--- src/rtl/serial_subtractor.sv ---
// Bit-serial unsigned subtractor: computes a - b LSB first over WIDTH cycles
// with a single borrow flip-flop, framed by valid/ready handshakes.
module serial_subtractor #(
  parameter int WIDTH = 8
) (
  input  logic             clk,
  input  logic             rst,
  input  logic             in_valid,
  output logic             in_ready,
  input  logic [WIDTH-1:0] a,
  input  logic [WIDTH-1:0] b,
  output logic             out_valid,
  input  logic             out_ready,
  output logic [WIDTH-1:0] diff,
  output logic             borrow_out
);

  localparam int CW = $clog2(WIDTH) + 1;

  typedef enum logic [1:0] {IDLE, SHIFT, DONE} state_t;

  state_t           r_state;
  state_t           w_nextState;
  logic [WIDTH-1:0] r_aSh;
  logic [WIDTH-1:0] r_bSh;
  logic [WIDTH-1:0] r_diff;
  logic             r_borrow;
  logic [CW-1:0]    r_cnt;
  logic             w_lastShift;
  logic             w_diffBit;
  logic             w_borrowNext;

  assign w_lastShift = (r_cnt == CW'(WIDTH - 1));

  always_comb begin
    w_diffBit    = r_aSh[0] ^ r_bSh[0] ^ r_borrow;
    w_borrowNext = (~r_aSh[0] & r_bSh[0]) | (~(r_aSh[0] ^ r_bSh[0]) & r_borrow);
  end

  always_comb begin
    w_nextState = r_state;
    case (r_state)
      IDLE:    if (in_valid) w_nextState = SHIFT;
      SHIFT:   if (w_lastShift) w_nextState = DONE;
      DONE:    if (out_ready) w_nextState = IDLE;
      default: w_nextState = IDLE;
    endcase
  end

  always_ff @(posedge clk) begin
    if (rst) begin
      r_state <= IDLE;
    end else begin
      r_state <= w_nextState;
    end
  end

  // Datapath: operands load on accept, then one difference bit per SHIFT cycle
  // enters at the MSB so the result is right-aligned after WIDTH shifts.
  always_ff @(posedge clk) begin
    if (rst) begin
      r_aSh    <= '0;
      r_bSh    <= '0;
      r_diff   <= '0;
      r_borrow <= 1'b0;
      r_cnt    <= '0;
    end else begin
      case (r_state)
        IDLE: begin
          if (in_valid) begin
            r_aSh    <= a;
            r_bSh    <= b;
            r_diff   <= '0;
            r_borrow <= 1'b0;
            r_cnt    <= '0;
          end
        end
        SHIFT: begin
          r_diff   <= {w_diffBit, r_diff[WIDTH-1:1]};
          r_borrow <= w_borrowNext;
          r_aSh    <= {1'b0, r_aSh[WIDTH-1:1]};
          r_bSh    <= {1'b0, r_bSh[WIDTH-1:1]};
          r_cnt    <= r_cnt + CW'(1);
        end
        default: begin
        end
      endcase
    end
  end

  always_comb begin
    in_ready   = (r_state == IDLE);
    out_valid  = (r_state == DONE);
    diff       = r_diff;
    borrow_out = r_borrow;
  end

endmodule

--- config.mk ---
export PLATFORM = sky130hd
export DESIGN_NAME = serial_subtractor
export DESIGN_NICKNAME = d
export VERILOG_FILES = /design/src/rtl/serial_subtractor.sv
export SDC_FILE = /design/constraint.sdc
export NUM_CORES = 1
export LEC_CHECK = 0
export ABC_AREA = 1
export CAP_MARGIN = 20
export CORE_UTILIZATION = 40
export CTS_BUF_LIST = sky130_fd_sc_hd__clkbuf_8
export DETAILED_ROUTE_END_ITERATION = 8
export PLACE_DENSITY = 0.69
export SLEW_MARGIN = 20
export SYNTH_ARGS = -nofsm -noshare
export SYNTH_HDL_FRONTEND = slang
export SYNTH_SLANG_ARGS = --single-unit
--- constraint.sdc ---
create_clock -name clk -period 1.3 [get_ports clk]
set_input_delay 0.26 -clock clk [delete_from_list [all_inputs] [get_ports clk]]
set_output_delay 0.26 -clock clk [all_outputs]
set_load 0.03 [all_outputs]
**After elaboration in Yosys (flattened, before gate mapping)**

Cells that the tools add are included.

- Bitwise operators: 7
- Multiplexer cells: 14
- Equal/unequal tests: 6
- Add/sub/neg operators: 1
- Reductions and logical operators: 4

Operators with widths:

| kind | count |
|---|---|
| $pmux 8 s2 | 3 |
| $mux 8 | 3 |
| $pmux 4 s2 | 1 |
| $mux 2 | 3 |
| $pmux 2 s3 | 1 |
| $add 4x1->4 const B | 1 |
| $eq 4x3->1 const B | 1 |
| $mux 4 | 1 |
| $ne 2x2->1 const B | 2 |
| $reduce_and 3->1 | 1 |
| $and 1x1->1 | 2 |
| $eq 2x1->1 const B | 1 |
| $eq 2x2->1 const B | 1 |
| $logic_not 2->1 | 1 |
| $ne 2x1->1 const B | 1 |
| $not 1->1 | 2 |
| $pmux 1 s2 | 1 |
| $reduce_and 2->1 | 1 |
| $reduce_bool 2->1 | 1 |
| $xor 1x1->1 | 2 |
| $mux 1 | 1 |
| $or 1x1->1 | 1 |

- Bits of input ports: 20
- Output and inout port bits: 11
- Bits in registers: 31
- Logic and storage cells: 38

**Depth between registers and ports, before layout**

- Word-level depth: 5
- Mapped depth: 7
- Gate-level depth less buffers: 6

**Least setup slack after synthesis**

OpenSTA, ideal clock, no wires.

- Kind: register to register
- Start: register r_borrow, in the netlist borrow_out
- End: register r_diff[7], in the netlist diff[7]
- Clock period less this slack: 1,427 ps
- Required time: 1,230 ps
- Path buffers: 0
- Setup slack: -127 ps
- Library setup time: 70 ps
- Arrival time: 1,357 ps
- Cell stages (with the launch flop): 4
- Cell sequence: dfxtp_1 -> fa_1 -> or2_2 -> a21oi_1

- Cells in the longest elaborated chain, start to end: 2

RTL lines:

| element | line | text |
|---|---|---|
| start: declaration | 27 | `logic r_borrow;` |
| start signal: assignment | 80 | `r_borrow <= w_borrowNext;` |
| $xor 1x1->1 | 36 | `w_diffBit = r_aSh[0] ^ r_bSh[0] ^ r_borrow;` |
| $pmux 8 s2 | 68 | `case (r_state)` |
| end signal: assignment | 79 | `r_diff <= {w_diffBit, r_diff[WIDTH-1:1]};` |
| end: declaration | 26 | `logic [WIDTH-1:0] r_diff;` |

No other way between the ends.
A chain may end at the register's enable or synchronous reset.

**Worst setup path in the final report**

- Start: register r_state[1]
- End: output in_ready

- Cells in the longest elaborated chain, start to end: 1

RTL lines:

| element | line | text |
|---|---|---|
| start: declaration | 22 | `state_t r_state;` |
| start signal: assignment | 54 | `r_state <= w_nextState;` |
| $logic_not 2->1 | 92 | `in_ready = (r_state == IDLE);` |
| end: declaration | 9 | `output logic in_ready,` |

No other way between the ends.

==> results.txt <==
Setup crit end kind: primary output
Die H: 62.13 microns
Final Routed Wirelength: 3242 microns
Seq cells post-synth: 31
Fin util: 58.73%
Worst path buffer plus inverter count: 2
Hold Crit Class: reg2reg
Avg Cell Area, Syn: 7.021 sq um
Post-DP Area: 1841 sq um
CTS clk-pin slew, worst paths: 0.06 ns
Max VDD drop: 0.7821 mV
Slew headroom: 66.45%
Drt first pass iters: 4
Commonest non-fill, non-tap cell in the layout: nand3_1
Vias per cell: 4.898
I/O pin count: 31
Most frequent cells in the layout: 53 x nand3_1, 52 x nand2_1, 28 x dfxtp_1
Crit-path cells: nor2_4, buf_6, buf_6
Hpwl dp: 2186 microns
Total grt overflow: 0
Fmax: 778.4 MHz
Top delay family on crit path: flip-flops
Pins over their slew limit: 0
RSZ-0062 raised after global routing: yes
Initial Util: 42.67%
R2r worst-path depth: 3
Pwr per Cell Area: 1306 nW/um^2
Most frequent cell on the critical path: buf_6
Vias in the first global route: 1214
GP Congestion: 0.7519
Worst-Margin Slew: 0.5026 ns
Rows: 21
Setup Skew: 0.006079 ns
Worst Path Required: 1.04 ns
Crit share post-route: 98.82%
Clock Sinks: 31
Crit-path max FO: 5
Ys Warns: 0
First-pass GRT wire length: 5382 microns
CTS max path bufs: 2
Post-DRT Antenna Nets: 0
Ant diodes: 0
Status: finished clean
Share of cells above drive strength 1: 17.74%
Design Area, Final: 1991 sq um
CORE AREA: 3390 sq um
Cell count along the critical path: 3
Leakage power: 0.0009079 uW
Hold_buf cts: 0
Crit path DAT: 1.02 ns
Sequential fraction of the synthesis area: 42.91%
Area Growth Syn to Fin: 37.63%
CP Launch Type: flip-flop
1st-iter DRT viols: 103
Slowest-stage cell, CP: dfxtp_4
Residual DRC count: 0
Drt wl/cell: 11.03 microns
Power, Total: 2600 uW
Routed vias: 1440
GRT Total Usage: 17.84%
Max-cap viol count: 0
Hold Vio Cnt, Final: 0
Clk_lat worst skew: 0.29 ns
Critical path type: reg2out
DIE AREA: 3860 sq um
Die Wd: 62.13 microns
Antenna violations before repair: 0
Largest net degree at the start of global routing: 19
Setup Viol. Count Final: 0
Syn Inst Count: 206
Placement Setup Slack: -0.1835 ns
Min cycle time layout: 1.285 ns
Hold Crit Depth: 2
Htree depth: 2
CTS tree: done
Setup slack after layout: 0.01538 ns
Final #Nets: 269
Clk root buf: clkbuf_8
Port-buffer cells: 30
Synth Net Count: 228
Distinct cells, synth: 19
Max incr delay on CP: 0.37 ns
Num CTS Buffers: 5
Cell Area, Synth: 1446 sq um
[kinds of logic (layout without fill, tap and decap cells)]
family,count (synthesis),count (layout),share of synthesized area (%)
simple gates,122,122,37.46
flops,31,31,42.91
fa+ha+maj,2,2,2.249
buf+inv,33,75,11.16
compound gates,18,18,6.228
[report_power, final]
part,switching [uW],internal [uW]
logic,294,259
clock network,370,620
registers,45.7,1010
[synthesized netlist by cell type (all sizes together)]
cell type,count,share of area [%]
o21ai,2,0.69
a21oi,16,5.5
dfxtp,31,43
buf,10,5.2
nand2,54,14
clkbuf,2,0.52
nand3,53,18
ha,1,0.86
nor2,14,4.3
inv,21,5.5
or2,1,0.43
fa,1,1.4
[layer usage]
metal | vias up | GRT usage (%) | routed length (microns)
met5 | - | 0 | 0
met4 | 0 | 8.721 | 61
met3 | 6 | 4.963 | 161
met2 | 39 | 28.16 | 1494
met1 | 652 | 22.30 | 1524
li1 | 743 | - | -
[registers in the layout, indices dropped and copies added (netlist names)]
signal      flops
r_aSh           8
r_cnt           4
diff            8
r_state         2
r_bSh           8
borrow_out      1
[layout make-up]
cell class / count / area (sq um)
Fill cell: 317 / 1399
Inverter: 21 / 78.83
Multi-Input combinational cell: 142 / 678.2
Timing Repair Buffer: 46 / 429.2
Tap cell: 46 / 57.56
Clock inverter: 2 / 35.03
Sequential cell: 31 / 629.4
Clock buffer: 6 / 82.58
[worst paths after layout]
kind                    from       end  slack (ns)
hold reg to reg      diff[0]   diff[0]        0.48
hold / removal       diff[0]   diff[0]        0.48
setup / recovery  r_state[1]  in_ready        0.02
setup reg to reg  borrow_out   diff[7]        0.08
[tightest hold or removal path, cell delays in order (launching register included)]
cell and delay, ns:
dfxtp_1 0.31, nand3_1 0.07, a21oi_1 0.05
[stage by stage]
| step | cells | hold slack [ns] | TNS [ns] |
|---|---|---|---|
| after CTS | 292 | 0.4852 | 0 |
| final | 294 | 0.4788 | 0 |
| after floorplan | 206 | 0.4027 | 0 |
| after global routing | 294 | 0.5117 | -0.01380 |
| after global placement | 284 | 0.4609 | -1.611 |
| after detailed placement | 284 | 0.4748 | -2.122 |
[what timing repair did]
action,4_1_cts,5_1_grt
resized for setup,16,10
endpoints found under the setup margin,8,9
pin swaps,0,2
buffers inserted,0,2
(Power assumes the default switching activity.)
==> patch 1, RTL diff (config.mk and constraints unchanged) <==
Set the parameter `WIDTH` to 16 (it was 8).
--- a/src/rtl/serial_subtractor.sv
+++ b/src/rtl/serial_subtractor.sv
@@ -1,7 +1,7 @@
 // Bit-serial unsigned subtractor: computes a - b LSB first over WIDTH cycles
 // with a single borrow flip-flop, framed by valid/ready handshakes.
 module serial_subtractor #(
-  parameter int WIDTH = 8
+  parameter int WIDTH = 16
 ) (
   input  logic             clk,
   input  logic             rst,
Ports: changed (resized a, b and diff); port bits go from 31 to 55. No check against the original RTL was run, so the function may have changed too.
==> patch 1 against the original RTL <==
The run now ends with negative setup slack left; critical path depth is 3 higher; wire length up 94%; die area up 76%; largest cell class unchanged; register-to-register slack worse by 100 ps; synthesized area up 79%; largest power group unchanged; sequential cell count up 25; highest routed layer unchanged; setup slack worse by 35 ps; design area increased by 84%; power is 34% higher.
==> patch 1: results (changes against the original RTL) <==
The core box area is 0.006061 sq mm (+79%). The global routing met2 resource utilization is 35.21% (+7.0 points). The maximum fanout count along the critical path is 2 (-3). The global placer's final weighted congestion came out at 0.7434 (-1.1%). The maximum clock skew at final layout is 10.30 ps (+4.218 ps). The worst register-to-register path ends at r_cnt[4]$_SDFFE_PP0P_.

The worst hold slack is 358.5 ps (-120.2 ps). The fraction of met1 tracks used by global routing came to 23.70% (+1.4 points). The number of clock sinks is 56 (+81%). The share of layout cells above drive strength 1 came out at 20.69% (+2.9 points). The fraction of cell area in non-clock buffers came to 25.27% (+3.7 points). The post-placement cell count came to 523 (+84%). The clock transition at the registers of the reported paths came out at 100 ps (+40 ps). The iteration-0 DRC count of the detailed router is 87 (-16%). The total setup violations reported at the end of the flow came out at 1 (+1). The net total in the final layout is 502 (+87%). The critical path in this run is classified as flip-flop to flip-flop. The average cell area after synthesis was 6.611 sq um (-5.8%). The area used by multi-input combinational logic was 0.001257 sq mm (+85%). The compound-gate portion of the synthesized area is 5.518% (-0.71 points).

The checks that failed: negative setup slack. The count of input and output buffers came out at 54 (+80%). The flow ran to the end, but the final reports show violations. The final setup slack of the worst path is -19.58 ps (-34.95 ps). The count of filler cells inserted in the layout is 573 (+81%). The fraction of area in registers came out at 31.03% (-0.59 points).
patch 1: cell types whose count changed after synthesis, sizes merged, moves of 7 or more:
cell,unedited run,this run
nor2,14,91
a21oi,16,24
nand2,54,90
inv,21,39
dfxtp,31,56
buf,10,17
patch 1: where the power goes:
group / total [W] / leakage, nW / internal, W / switching (W)
clock: 0.000990 / 0.0486 / 0.000427 / 0.000563
sequential: 0.00183 / 0.460 / 0.00179 / 0.0000414
combinational: 0.000676 / 1.04 / 0.000334 / 0.000342
total: 0.00350 / 1.55 / 0.00255 / 0.000946
patch 1: worst min-delay path, cell delays in order:
cell and delay, ps:
buf_2 130, inv_1 130, nand2_1 90, inv_1 30
patch 1: repair_timing:
action | CTS | global route
gates resized for setup | 41 | 14
pin swaps | 6 | 4
buffers inserted | 5 | 2
gates cloned | 1 | 0
setup endpoints to repair | 15 | 36
patch 1: routing by layer:
metal,routed length (um),share of wire [%]
met5,0,0
met4,55,0.87
met3,304,4.8
met2,3013,48
met1,2925,46
==> patch 2, RTL diff (same flow settings) <==
Without the edit above. The 3 states of `state_t` get a one-hot encoding in 3 bits.
--- a/src/rtl/serial_subtractor.sv
+++ b/src/rtl/serial_subtractor.sv
@@ -17,7 +17,7 @@
 
   localparam int CW = $clog2(WIDTH) + 1;
 
-  typedef enum logic [1:0] {IDLE, SHIFT, DONE} state_t;
+  typedef enum logic [2:0] {IDLE = 3'b001, SHIFT = 3'b010, DONE = 3'b100} state_t;
 
   state_t           r_state;
   state_t           w_nextState;
Function: no difference found for any inputs over 10 cycles, from zero or initial values and one cycle with rst high; not proved beyond that.
==> patch 2 against the original RTL <==
Sequential cell count increased by 1; critical path depth rose by 1; setup slack worse by 11 ps; core utilization rose by 1.6 points; combinational power rose by 71%; design area grew 12%; wire length grew 8.8%; power rose by 12%; largest power group unchanged; synthesized area up 7.4%.
==> patch 2: results (changes against the original RTL) <==
The actual transition at the worst max-transition pin came to 300.1 ps (-202.6 ps). The highest ir drop seen on vdd is 674.4 uV (-14%). The number of global-route vias before repair came out at 1380 (+14%). The total global routing track utilization was 19.06% (+1.2 points). The iteration-0 DRC count of the detailed router came out at 95 (-7.8%). The global placer's final weighted congestion came to 0.7655 (+1.8%). The standard cell area after detailed placement came to 0.002048 sq mm (+11%). The area share of the largest cell type after synthesis is 41.26% (-1.6 points). The average cell area after synthesis came out at 6.840 sq um (-2.6%).

Ranked by instance count, the synthesized netlist is headed by 75 x nand2_1, 34 x nor2_1, 32 x dfxtp_1. The total nets after synthesis came out at 249 (+9.2%). The total detailed-routing wirelength was 3527 um (+8.8%). The post-placement cell count came out at 317 (+12%). The maximum number of pins on one net before global-route repair came out at 23 (+4).

The net total in the final layout came out at 302 (+12%). The part of the Yosys area used for sequential elements was 41.26% (-1.6 points). The share of layout cells above drive strength 1 is 20.28% (+2.5 points).

The fraction of power spent switching nets is 31.91% (+4.6 points). The final HPWL from detailed placement was 2318 um (+6.1%). Ranked by total cell area, the synthesized netlist is headed by dfxtp_1 41%, nand2_1 18%, nor2_1 8.2%. The wire length of the first global-routing pass is 5989 um (+11%).

The maximum clock skew at final layout came to 6.152 ps (+0.07316 ps). The flow ran to the end, and the final reports show no timing, DRC or antenna violations. In this run the critical register-to-register path is launched from r_aSh[0]$_SDFFE_PP0P_. The critical path arrival is 1040 ps (+20 ps).
patch 2: changes by cell type after synthesis, moves of 2 or more:
cell      unedited run  this run
nand3_1             53        19
o21ai_0              1         5
inv_1               19        10
nand3b_1             0        13
nand3_2              0         2
buf_6                2         0
nor2_1              12        34
nand2_1             52        75
nand4_1              0         2
patch 2: path summary, 6_finish.rpt:
| kind | to | slack [ps] | depth (start not counted) |
|---|---|---|---|
| setup / recovery | in_ready | 4 | 4 |
| hold / removal | diff[0]$_SDFFE_PP0P_ | 480 | 2 |
| setup reg to reg | diff[7]$_SDFFE_PP0P_ | 70 | 4 |
| hold reg to reg | diff[0]$_SDFFE_PP0P_ | 480 | 2 |
patch 2: area by class of cell:
class	count	area [sq um]
Fill cell	361	1461
Inverter	11	46.29
Multi-Input combinational cell	172	844.6
Tap cell	48	60.06
Timing Repair Buffer	58	536.8
Clock buffer	6	82.58
Clock inverter	2	7.507
Sequential cell	32	649.4
patch 2: worst max-delay path, cell delays in order (launching register included):
cell     delay (ps)
dfxtp_4         380
nor2_4          120
nand2_2          60
inv_2            60
buf_6           120
patch 2: power groups by stage:
| stage | registers [W] | logic [W] | clock network, W |
|---|---|---|---|
| after global placement | 0.00120 | 0.000790 | 0 |
| final | 0.00120 | 0.000948 | 0.000768 |
| after detailed placement | 0.00120 | 0.000798 | 0 |
| after floorplan | 0.00119 | 0.000551 | 0 |
| after global routing | 0.00121 | 0.00106 | 0.000844 |
| after CTS | 0.00118 | 0.000885 | 0.000794 |
patch 2: repair_timing:
action,4_1_cts,5_1_grt
resized for setup,15,23
pin swaps,2,6
hold buffers,0,0
cloned,0,0
endpoints found under the hold margin,0,0
buffers inserted,4,1
endpoints found under the setup margin,12,39
patch 2: routing by layer:
| layer | GRT usage, % | up-vias | wire (um) |
|---|---|---|---|
| met5 | 0 | - | 0 |
| met1 | 22.56 | 681 | 1631 |
| li1 | - | 831 | - |
| met4 | 8.333 | 0 | 46 |
| met3 | 5.893 | 5 | 145 |
| met2 | 31.45 | 33 | 1703 |
patch 2: metrics by stage:
stage | util [%] | setup slack (ps) | setup TNS [ps]
floorplan | - | -7.374 | -7.374
global route | 60.38 | -51.09 | -98.80
detailed placement | 55.53 | -151.0 | -2609
CTS | 58.79 | -39.90 | -95.63
global placement | 55.53 | -123.3 | -2260
finish | 60.38 | 4.338 | 0
patch 2: cell families after synthesis:
logic type / after synthesis / share of synthesized area [%]
DFF: 32 / 41.26
and+or+nand+nor: 150 / 43.11
buffers and inverters: 23 / 7.091
AOI/OAI and AO/OA: 20 / 6.446
adders and majority gates: 2 / 2.095
